## src/rtl/multi_clk_divider.sv

```systemverilog
// ----------------------------------------------------------------------------
// multi_clk_divider
//
// Multi-channel programmable clock divider / tick generator. Each channel
// owns a BW-bit down-counter that reloads from its active divisor at terminal
// count. New divisors are written through a valid/ready port into a per-channel
// shadow register and only become active at the next terminal count (or at
// once while the channel is disabled), so a running output never glitches.
//
// Optional feature: define MCD_PRESCALE_EN to insert a shared prescaler that
// issues one count tick every PRESCALE clocks. Without it every clock is a tick
// and no prescaler logic exists.
//
// Ports:
//   CLK          clock
//   RST          synchronous active-high reset
//   EN_i         per-channel count enable
//   MODE_i       per-channel mode: 0 = toggle, 1 = pulse
//   CFG_VALID_i  configuration write request
//   CFG_CH_i     configuration target channel
//   CFG_DIV_i    new reload value
//   CFG_READY_o  write can be accepted (combinational on CFG_CH_i)
//   OUT_o        divided clock (toggle) or strobe (pulse), registered
//   TC_o         one-cycle terminal-count strobe, registered
// ----------------------------------------------------------------------------
module multi_clk_divider #(
   parameter int BW       = 8,
   parameter int NCH      = 4,
   parameter int PRESCALE = 4,
   localparam int CHW     = (NCH > 1) ? $clog2(NCH) : 1
) (
   input  logic           CLK,
   input  logic           RST,
   input  logic [NCH-1:0] EN_i,
   input  logic [NCH-1:0] MODE_i,
   input  logic           CFG_VALID_i,
   input  logic [CHW-1:0] CFG_CH_i,
   input  logic [BW-1:0]  CFG_DIV_i,
   output logic           CFG_READY_o,
   output logic [NCH-1:0] OUT_o,
   output logic [NCH-1:0] TC_o
);

   generate
      if (NCH < 1 || PRESCALE < 1 || BW < 1) begin : g_param_check
         $error("multi_clk_divider: NCH, PRESCALE and BW must all be at least 1");
      end
   endgenerate

   logic tick;

`ifdef MCD_PRESCALE_EN
   localparam int PW = (PRESCALE > 1) ? $clog2(PRESCALE) : 1;
   logic [PW-1:0] pre_q;
   logic [PW-1:0] pre_d;

   // Tick is asserted while the prescaler sits at its last value, so the
   // first tick lands on the PRESCALE-th edge after reset.
   assign tick = (pre_q == PW'(PRESCALE - 1));

   always_comb begin
      pre_d = pre_q + PW'(1);
      if (tick) begin
         pre_d = '0;
      end
   end

   always_ff @(posedge CLK) begin
      if (RST) begin
         pre_q <= '0;
      end else begin
         pre_q <= pre_d;
      end
   end
`else
   assign tick = 1'b1;
`endif

   logic [NCH-1:0] sel;
   logic [NCH-1:0] pend_vec;

   genvar gi;
   generate
      for (gi = 0; gi < NCH; gi++) begin : g_ch
         logic [BW-1:0] cnt_q, cnt_d;
         logic [BW-1:0] div_q, div_d;
         logic [BW-1:0] shadow_q, shadow_d;
         logic          pend_q, pend_d;
         logic          out_q, out_d;
         logic          tc_q, tc_d;
         logic          accept;

         // An out-of-range CFG_CH_i selects no channel, so the write is dropped.
         assign sel[gi]      = (CFG_CH_i == CHW'(gi));
         assign pend_vec[gi] = pend_q;
         // Only possible while nothing is pending, so it never collides with
         // the pending value being applied in the same cycle.
         assign accept       = CFG_VALID_i & sel[gi] & ~pend_q;

         always_comb begin
            cnt_d    = cnt_q;
            div_d    = div_q;
            shadow_d = shadow_q;
            pend_d   = pend_q;
            tc_d     = 1'b0;
            // Pulse mode drops the strobe on any non-terminal edge; toggle holds.
            out_d    = MODE_i[gi] ? 1'b0 : out_q;

            if (EN_i[gi]) begin
               if (tick) begin
                  if (cnt_q == '0) begin
                     if (pend_q) begin
                        div_d  = shadow_q;
                        cnt_d  = shadow_q;
                        pend_d = 1'b0;
                     end else begin
                        cnt_d  = div_q;
                     end
                     tc_d  = 1'b1;
                     out_d = MODE_i[gi] ? 1'b1 : ~out_q;
                  end else begin
                     cnt_d = cnt_q - BW'(1);
                  end
               end
            end else if (pend_q) begin
               // A stopped channel has no terminal count to wait for.
               div_d  = shadow_q;
               cnt_d  = shadow_q;
               pend_d = 1'b0;
            end

            if (accept) begin
               shadow_d = CFG_DIV_i;
               pend_d   = 1'b1;
            end
         end

         always_ff @(posedge CLK) begin
            if (RST) begin
               cnt_q    <= '1;
               div_q    <= '1;
               shadow_q <= '0;
               pend_q   <= 1'b0;
               out_q    <= 1'b0;
               tc_q     <= 1'b0;
            end else begin
               cnt_q    <= cnt_d;
               div_q    <= div_d;
               shadow_q <= shadow_d;
               pend_q   <= pend_d;
               out_q    <= out_d;
               tc_q     <= tc_d;
            end
         end

         assign OUT_o[gi] = out_q;
         assign TC_o[gi]  = tc_q;
      end
   endgenerate

   assign CFG_READY_o = ~|(sel & pend_vec);

endmodule

```

## config.mk

```make
export PLATFORM = sky130hd
export DESIGN_NAME = multi_clk_divider
export DESIGN_NICKNAME = d
export VERILOG_FILES = /design/src/rtl/multi_clk_divider.sv
export SDC_FILE = /design/constraint.sdc
export NUM_CORES = 1
export LEC_CHECK = 0
export ABC_AREA = 0
export BUFFER_PORTS_ARGS = -buffer_cell sky130_fd_sc_hd__buf_2
export CAP_MARGIN = 10
export CELL_PAD_IN_SITES_DETAIL_PLACEMENT = 0
export CELL_PAD_IN_SITES_GLOBAL_PLACEMENT = 2
export CORE_ASPECT_RATIO = 0.9
export CORE_MARGIN = 3
export CORE_UTILIZATION = 41
export DETAILED_ROUTE_END_ITERATION = 10
export PLACE_DENSITY = 0.83
export SYNTH_ARGS = -nofsm -noshare
export SYNTH_HDL_FRONTEND = slang
export SYNTH_SLANG_ARGS = --single-unit
```

## constraint.sdc

```tcl
create_clock -name CLK -period 6.23 [get_ports CLK]
set_clock_uncertainty 0.1 [all_clocks]
set_input_delay 1.246 -clock CLK [delete_from_list [all_inputs] [get_ports CLK]]
set_output_delay 1.246 -clock CLK [all_outputs]
set_load 0.01 [all_outputs]
```

==> impl_metrics.toml, run 1 <==
[clock_tree]
clk_path_buf_depth = 2
cts_setup_buffers = 0
hold_buffers = 0
clk_latency_ps = 350
root_buffer = "clkbuf_16"
clkTransAtPathRegs_ps = 70
htreeDepth = 3
cts_inserted_buffers = 9
clkSinkCount = 108
cts_tree = "built"
cts_resized = 0

[drt]
first_pass_iters = 5
drt_first_iter_violations = 268
wirelength_mm = 13.53
detail-route-antenna-nets = 0
wl_per_cell_um = 16.54
drcViolationCount = 0
vias = 4672
via_per_inst = 5.711

[cells_and_area]
drive_above_1_share_pct = 12.39
area_growth_pct = 7.289
num-nets-final = 678
ff_latch_area_mm2 = 0.002162
final_common_cell = "dfxtp_1"
n_fill_cell = 1281
n_antenna_cell = 0
final_cell_mix = "dfxtp_1, nand2_1, a21oi_1"
multi_input_area_mm2 = 0.003024
final_cells = 818

[placed_design]
gp_congestion = 0.8288
dp_hpwl_mm = 8.982
numPortBuffers = 29
dp_cells = 802

[floorplanning]
core-area_mm2 = 0.01298
pin_count = 30
fp.dieW_um = 128.8
rows = 39
start_util_pct = 42.85
dieArea_mm2 = 0.01500
dieHeight_um = 116.5

[grt]
overflow = 0
grt_pass1_vias = 4395
grt_use_met1_pct = 25.19
grt_use_total_pct = 18.80
grt_pass1_wl_mm = 22.47
grt_busiest_layer = "met2"
gr-usage-met2_pct = 31.11
grt_max_degree = 63
antenna_found_initial = 0
grt_use_met3_pct = 3.749

[critical_path]
path_class = "in2out"
rrSetupSlack_ps = 3750
crit_chain = "buf_2 > mux4_2 > inv_1 > buf_2"
cp-end-kind = "output port"
critPathMaxStageDelay_ps = 510
start_kind = "input port"
crit_slowest_cell = "mux4_2"
path_buf_inv = 3
cpMostUsedCell = "buf_2"
critPathRequiredTime_ps = 4880
crit_fanout = 5
worstPathArrival_ps = 2120
cp_top_family = "multiplexers"

[yosys]
synth_top_cell_by_area = "dfxtp_1"
netlist_area_mm2 = 0.005562
synth-edff-count = 0
ys_ff_latch = 108
syn_area_per_cell_um2 = 8.543
yosysUniqueCellTypes = 70
synthTopCellsByArea = "dfxtp_1, nand2_1, mux2i_1"
ys.flop_type = "dfxtp_1"
synth_cells = 651
synth_seq_area_share_pct = 38.88
ys_warn_count = 0
async_reset_ff_share_pct = 0
yosysTopAreaCellShare_pct = 38.88
syn_nets = 680

[power_and_ir_drop]
power_leakage_nw = 2.273
seqPwrFrac_pct = 50.5
internal_power_w = 0.001108
switching_power_w = 0.0003760
clock_power_share_pct = 39.7
p_per_area_mw_per_mm2 = 248.7
vdd_drop_max_v = 0.0001828
switching_share_pct = 25.34
comb_power_share_pct = 9.8

[timing]
worst_pin_slew_ps = 978.8
fin_crit_sh_pct = 55.66
fin_hold_ws_ps = 343.3
min_period_ps = 3468
finalSetupTns_ps = 0
hold_viol_final = 0
finalSetupViolations = 0
rsz0062_at_grt = "false"
fmaxAchievable_ghz = 0.2884
slew_violations = 0
slew_headroom_pct = 34.66

[flow_run]
drv_cap = 0

[outcome]
outcome = "completed"

[min_path]
hp-class = "reg2reg"
path summary, 6_finish.rpt:
check / from / depth (start not counted) / end
worst max-delay path: CFG_CH_i[0] / 4 / CFG_READY_o
worst min-delay path: g_ch[1].div_q[6] / 1 / g_ch[1].div_q[6]
worst max register to register: g_ch[3].cnt_q[0] / 6 / g_ch[3].div_q[0]
worst min register to register: g_ch[1].div_q[6] / 1 / g_ch[1].div_q[6]
synthesized netlist by cell type (3+ instances only):
| master | instances |
|---|---|
| and3_1 | 16 |
| nand4_1 | 4 |
| xor2_1 | 5 |
| nor2b_1 | 10 |
| buf_4 | 9 |
| nand3b_1 | 3 |
| nor2_1 | 38 |
| o21ai_0 | 39 |
| buf_2 | 4 |
| inv_1 | 22 |
| or4_1 | 3 |
| dfxtp_1 | 108 |
| a21oi_1 | 46 |
| a31oi_1 | 8 |
| a2111oi_0 | 4 |
| nand2_4 | 3 |
| nor3_1 | 15 |
| nand2b_1 | 9 |
| mux2_2 | 5 |
| a221oi_1 | 4 |
| o211ai_1 | 6 |
| or4b_4 | 3 |
| o221ai_1 | 4 |
| nand2_1 | 88 |
| buf_6 | 4 |
| ha_1 | 8 |
| a32oi_1 | 3 |
| clkbuf_8 | 5 |
| nor3b_1 | 5 |
| mux2i_1 | 27 |
| a211o_1 | 24 |
| nand3_1 | 12 |
| and3_2 | 7 |
| nor4b_1 | 4 |
| xnor2_1 | 10 |
| a211oi_1 | 6 |
| clkbuf_1 | 25 |
| a21o_1 | 9 |
| or3_1 | 4 |
sequential cells by signal (all words and copies together) (netlist names):
name,count
g_ch.cnt_q,32
g_ch.div_q,32
g_ch.out_q,4
g_ch.pend_q,4
g_ch.shadow_q,32
g_ch.tc_q,4
per-layer routing:
layer | vias to the layer above | share of wire, %
met1 | 2245 | 49
li1 | 2338 | -
met2 | 79 | 46
met4 | 0 | 1.1
met3 | 10 | 3.4
met5 | - | 0
power by group through the flow:
stage	logic, W	clock network [W]	registers [W]
floorplan	0.000116	0	0.000754
global placement	0.000144	0	0.000764
detailed placement	0.000146	0	0.000765
CTS	0.000147	0.000611	0.000749
global route	0.000165	0.000635	0.000754
finish	0.000145	0.000590	0.000749
kinds of logic after synthesis:
logic type,after synthesis,synth area share (%)
flops,108,38.88
simple gates,239,22.20
buf+inv,70,6.862
mux,33,6.277
xor+xnor,15,2.362
compound gates,178,21.62
fa+ha+maj,8,1.800
per-stage QoR:
step / area, µm² / util, % / worst slack (ps) / total power, W
after floorplan: 5562 / - / 3038 / 0.0008699
after global placement: 5664 / 43.64 / 2739 / 0.0009074
after detailed placement: 5664 / 43.64 / 2734 / 0.0009107
after CTS: 5967 / 45.97 / 2734 / 0.001506
after global routing: 5967 / 45.97 / 2709 / 0.001554
final: 5967 / 45.97 / 2762 / 0.001484
layout make-up:
| type | count | share of cell area [%] |
|---|---|---|
| sequential | 108 | 36.23 |
| tap | 164 | 3.439 |
| timing repair buffer | 35 | 3.187 |
| inverter | 22 | 1.384 |
| clock inverter | 5 | 0.8388 |
| multi-input combinational | 473 | 50.68 |
| clock buffer | 11 | 4.236 |
Note: power is estimated with default switching activity, not from simulation.
==> inputs of run 2 (changes only) <==
- CORE_UTILIZATION: 41 -> 38
- PLACE_DENSITY: 0.83 -> 0.78
- clock period: 6.23 -> 3.2 ns (I/O delays scaled with it)
==> run 2 against run 1 <==
Die area grew 7.5%; highest routed layer unchanged; setup slack lost 1900 ps; critical endpoint is now g_ch[3].div_q[3]; routed wire length rose by 2.4%; combinational power grew 100%; critical path type is now reg2reg; worst hold slack better by 9.1 ps; first-iteration DRC count is 18% higher; largest power group unchanged; critical path depth up 2.
==> impl_metrics.toml, run 2 (synthesis results as in run 1) <==
[clock_tree]
hold_buffers = 0
clkSinkCount = 108
htreeDepth = 3
root_buffer = "clkbuf_16"
clk_path_buf_depth = 2
cts_setup_buffers = 0
clk_latency_ps = 360
cts_resized = 0
cts_inserted_buffers = 9
cts_tree = "built"
clkTransAtPathRegs_ps = 70

[floorplanning]
pin_count = 30
core-area_mm2 = 0.01416
dieArea_mm2 = 0.01613
dieHeight_um = 120.8
fp.dieW_um = 133.5
start_util_pct = 39.28
rows = 41

[drt]
first_pass_iters = 7
wirelength_mm = 13.85
detail-route-antenna-nets = 0
vias = 4673
drt_first_iter_violations = 316
wl_per_cell_um = 16.33
drcViolationCount = 0
via_per_inst = 5.511

[flow_run]
drv_cap = 0

[cells_and_area]
area_growth_pct = 7.919
reg.largest.list = "g_ch.cnt_q: 32 flops, g_ch.div_q: 32 flops, g_ch.shadow_q: 32 flops"
num-nets-final = 681
n_antenna_cell = 0
final_common_cell = "dfxtp_1"
final_cell_mix = "dfxtp_1, nand2_1, a21oi_1"
n_fill_cell = 1461
drive_above_1_share_pct = 12.52

[outcome]
outcome = "completed"

[power_and_ir_drop]
comb_power_share_pct = 10.4
p_total_w = 0.002792
vdd_drop_max_v = 0.0003099
internal_power_w = 0.002057
power_leakage_nw = 2.273
switching_power_w = 0.0007348
seqPwrFrac_pct = 52.2
switching_share_pct = 26.32
clock_power_share_pct = 37.4
p_per_area_mw_per_mm2 = 465.1

[critical_path]
worstPathArrival_ps = 2470
cp-end-kind = "register"
crit_fanout = 14
path_class = "reg2reg"
start_kind = "register"
critPathRequiredTime_ps = 3340

[timing]
slew_headroom_pct = 33.90
hold_viol_final = 0
fin_crit_sh_pct = 72.99
fmaxAchievable_ghz = 0.4281
timing.final.ws_setup_ps = 864.2
min_period_ps = 2336
finalSetupTns_ps = 0
slew_violations = 0
worst_pin_slew_ps = 983.9
rsz0062_at_grt = "false"
finalSetupViolations = 0

[placed_design]
dp_hpwl_mm = 9.366
gp_congestion = 0.8234
post-place-ws_ps = 910.2
numPortBuffers = 29

[grt]
grt_pass1_wl_mm = 22.75
overflow = 0
grt_use_total_pct = 17.41
antenna_found_initial = 0
grt_max_degree = 85
grt_pass1_vias = 4412

[min_path]
hp-class = "reg2reg"
run 2: power by group through the flow:
stage               clock network (W)  logic, W  registers, W
floorplan                           0  0.000227       0.00147
global placement                    0  0.000289       0.00149
detailed placement                  0  0.000291       0.00149
CTS                           0.00109  0.000292       0.00145
global route                  0.00113  0.000328       0.00146
finish                        0.00104  0.000291       0.00146
run 2: critical path, stage by stage, from the launching register on:
cell and delay [ps]:
dfxtp_1 370, inv_1 100, ha_1 200, or4b_4 500, o21ai_2 500, nand2_4 140
a211o_1 310
run 2: final cells by class:
| type | instances | area [µm²] | area share [%] |
|---|---|---|---|
| repair buffers | 38 | 225.2 | 3.752 |
| well taps | 193 | 241.5 | 4.023 |
| multi-input cells | 473 | 3024 | 50.39 |
| inverters | 22 | 82.58 | 1.376 |
| flip-flops and latches | 108 | 2162 | 36.02 |
| clock inverters | 4 | 27.53 | 0.4586 |
| clock buffers | 10 | 239.0 | 3.982 |
run 2: per-stage QoR:
stage          area [µm²]  instances  utilization [%]  hold slack (ps)
5_1_grt              6002        848            42.39            360.1
2_1_floorplan        5562        651                -            318.1
3_5_place_dp         5736        834            40.51            339.1
6_report             6002        848            42.39            352.4
4_1_cts              6002        848            42.39            355.2
3_3_place_gp         5736        834            40.51            327.2
run 2: path summary, 6_finish.rpt:
path	cells after the start	to	slack, ps	startpoint
setup / recovery	6	g_ch[3].div_q[3]	860	g_ch[3].cnt_q[0]
hold / removal	1	g_ch[1].div_q[6]	350	g_ch[1].div_q[6]
setup reg to reg	6	g_ch[3].div_q[3]	860	g_ch[3].cnt_q[0]
hold reg to reg	1	g_ch[1].div_q[6]	350	g_ch[1].div_q[6]
run 2: routing by layer:
layer	up-vias	global-route usage, %	wire length (µm)	share of wire (%)
met1	2253	24.30	6926	50
li1	2337	-	-	-
met2	74	27.25	6228	45
met3	9	4.493	573	4.1
met5	-	0	0	0
met4	0	3.728	123	0.89
==> inputs of run 3 (changes only) <==
- CORE_UTILIZATION: 38 -> 34
- PLACE_DENSITY: 0.78 -> 0.74
- clock period: 3.2 -> 2.1 ns (I/O delays scaled with it)
==> run 3 against run 2 <==
Die area grew 11%; largest cell class unchanged; global-route usage shrank 0.89 points; highest routed layer unchanged; sequential cell count is the same; clock power grew 63%; critical path type unchanged; clock-buffer cell count grew 3.
==> impl_metrics.toml, run 3 (synthesis results as in run 1) <==
[clock_tree]
root_buffer = "clkbuf_16"
cts_inserted_buffers = 9
clk_latency_ps = 350
cts_tree = "built"
clkTransAtPathRegs_ps = 70
htreeDepth = 3
clk_path_buf_depth = 2
hold_buffers = 0
clkSinkCount = 108

[floorplanning]
fp.dieW_um = 140.8
pin_count = 30
start_util_pct = 35.40
dieHeight_um = 127.3
core-area_mm2 = 0.01571
dieArea_mm2 = 0.01793
rows = 43

[drt]
first_pass_iters = 5
via_per_inst = 5.448
wirelength_mm = 14.68
detail-route-antenna-nets = 0
drcViolationCount = 0
vias = 4909
wl_per_cell_um = 16.29
drt_first_iter_violations = 321

[grt]
overflow = 0
grt_pass1_wl_mm = 23.97
grt_max_degree = 77
grt_pass1_vias = 4681
grt_use_total_pct = 16.51
antenna_found_initial = 0

[timing]
min_period_ps = 2007
worst_pin_slew_ps = 656.6
hold_viol_final = 0
slew_headroom_pct = 55.82
slew_violations = 0
fmaxAchievable_ghz = 0.4983
finalSetupTns_ps = 0
fin_crit_sh_pct = 95.56
rsz0062_at_grt = "false"
finalSetupViolations = 0

[placed_design]
placed_cell_area_mm2 = 0.006025
numPortBuffers = 29
dp_hpwl_mm = 10.36
gp_congestion = 0.8148
dp_cells = 880

[critical_path]
critPathLaunch = "g_ch[3].cnt_q[0]"
critPathMaxStageDelay_ps = 500
crit_slowest_cell = "or4b_4"
cp_top_family = "simple AND/OR/NAND/NOR gates"
rr_worst_depth = 7
crit_end = "g_ch[3].div_q[1]"
timing.rr.start = "g_ch[3].cnt_q[0]"
cp-end-kind = "register"
path_buf_inv = 2
critPathRequiredTime_ps = 2240
cp_num_cells = 7
rrSetupSlack_ps = 90
crit_chain = "inv_1 > ha_2 > or4b_4 > o21ai_4 > buf_6 > nand2_4 > a211o_1"
crit_fanout = 8
path_class = "reg2reg"
rr_endpoint = "g_ch[3].div_q[1]"
worstPathArrival_ps = 2150
start_kind = "register"

[cells_and_area]
ff_latch_area_mm2 = 0.002163
drive_above_1_share_pct = 19.03
reg.largest.list = "g_ch.cnt_q: 32 flops, g_ch.div_q: 32 flops, g_ch.shadow_q: 32 flops"
final_cell_mix = "dfxtp_1, nand2_1, buf_4"
area_growth_pct = 15.03
finish.utilization_pct = 40.72
n_antenna_cell = 0
num-nets-final = 723
fin_area_mm2 = 0.006397
final_common_cell = "dfxtp_1"
n_fill_cell = 1611
final_cells = 901
multi_input_area_mm2 = 0.003064

[power_and_ir_drop]
vdd_drop_max_v = 0.0004889
p_per_area_mw_per_mm2 = 691.1
p_total_w = 0.004421
power_leakage_nw = 2.484

[flow_run]
drv_cap = 0

[min_path]
hp-class = "in2reg"

[outcome]
outcome = "completed"
run 3: changes by cell type in the layout (fill, tap and decap cells not counted), moves of 2 or more:
cell	previous run	this run
buf_4	8	49
clkbuf_8	1	3
clkinv_4	2	0
clkinvlp_4	0	2
nor4b_1	4	2
nor4b_2	0	2
run 3: through the flow:
stage | setup slack, ps | hold slack [ps]
2_1_floorplan | 136.9 | 318.1
3_3_place_gp | 69.85 | 327.4
3_5_place_dp | 33.55 | 336.0
4_1_cts | 30.38 | 252.6
5_1_grt | 2.390 | 255.6
6_report | 93.24 | 264.8
run 3: cell type report:
type | instances | area share (%)
multi-input combinational | 473 | 47.90
inverter | 22 | 1.291
tap | 202 | 3.951
clock buffer | 13 | 4.225
clock inverter | 3 | 0.3129
timing repair buffer | 80 | 8.508
sequential | 108 | 33.82
run 3: where the power goes:
part / internal [W] / total, W / leakage, nW / switching, W
logic: 0.000223 / 0.000520 / 1.46 / 0.000297
clock network: 0.000903 / 0.00169 / 0.138 / 0.000790
registers: 0.00213 / 0.00221 / 0.882 / 0.0000766
run 3: how the worst min path moves through the flow:
stage / from / end / cells past startpoint
2_1_floorplan: g_ch[1].div_q[6] / g_ch[1].div_q[6] / 1
3_3_place_gp: g_ch[1].div_q[6] / g_ch[1].div_q[6] / 1
3_5_place_dp: g_ch[1].div_q[6] / g_ch[1].div_q[6] / 1
4_1_cts: CFG_DIV_i[7] / g_ch[3].shadow_q[7] / 3
5_1_grt: CFG_DIV_i[7] / g_ch[0].shadow_q[7] / 3
6_report: CFG_DIV_i[5] / g_ch[1].shadow_q[5] / 3
run 3: worst min-delay path, cell delays in order:
cell     delay, ps
buf_2          140
nand2_1         60
a21oi_1         50
run 3: repair_timing:
item / CTS / global route
gates resized for setup: 0 / 11
setup buffers: 0 / 5
setup endpoints to repair: 0 / 38
run 3: per-layer routing:
metal / routed length (µm) / vias to the layer above / GRT usage [%]
met5: 0 / - / 0
met4: 191 / 0 / 3.704
met3: 522 / 14 / 3.930
met2: 6475 / 83 / 25.87
met1: 7485 / 2383 / 23.21
li1: - / 2429 / -
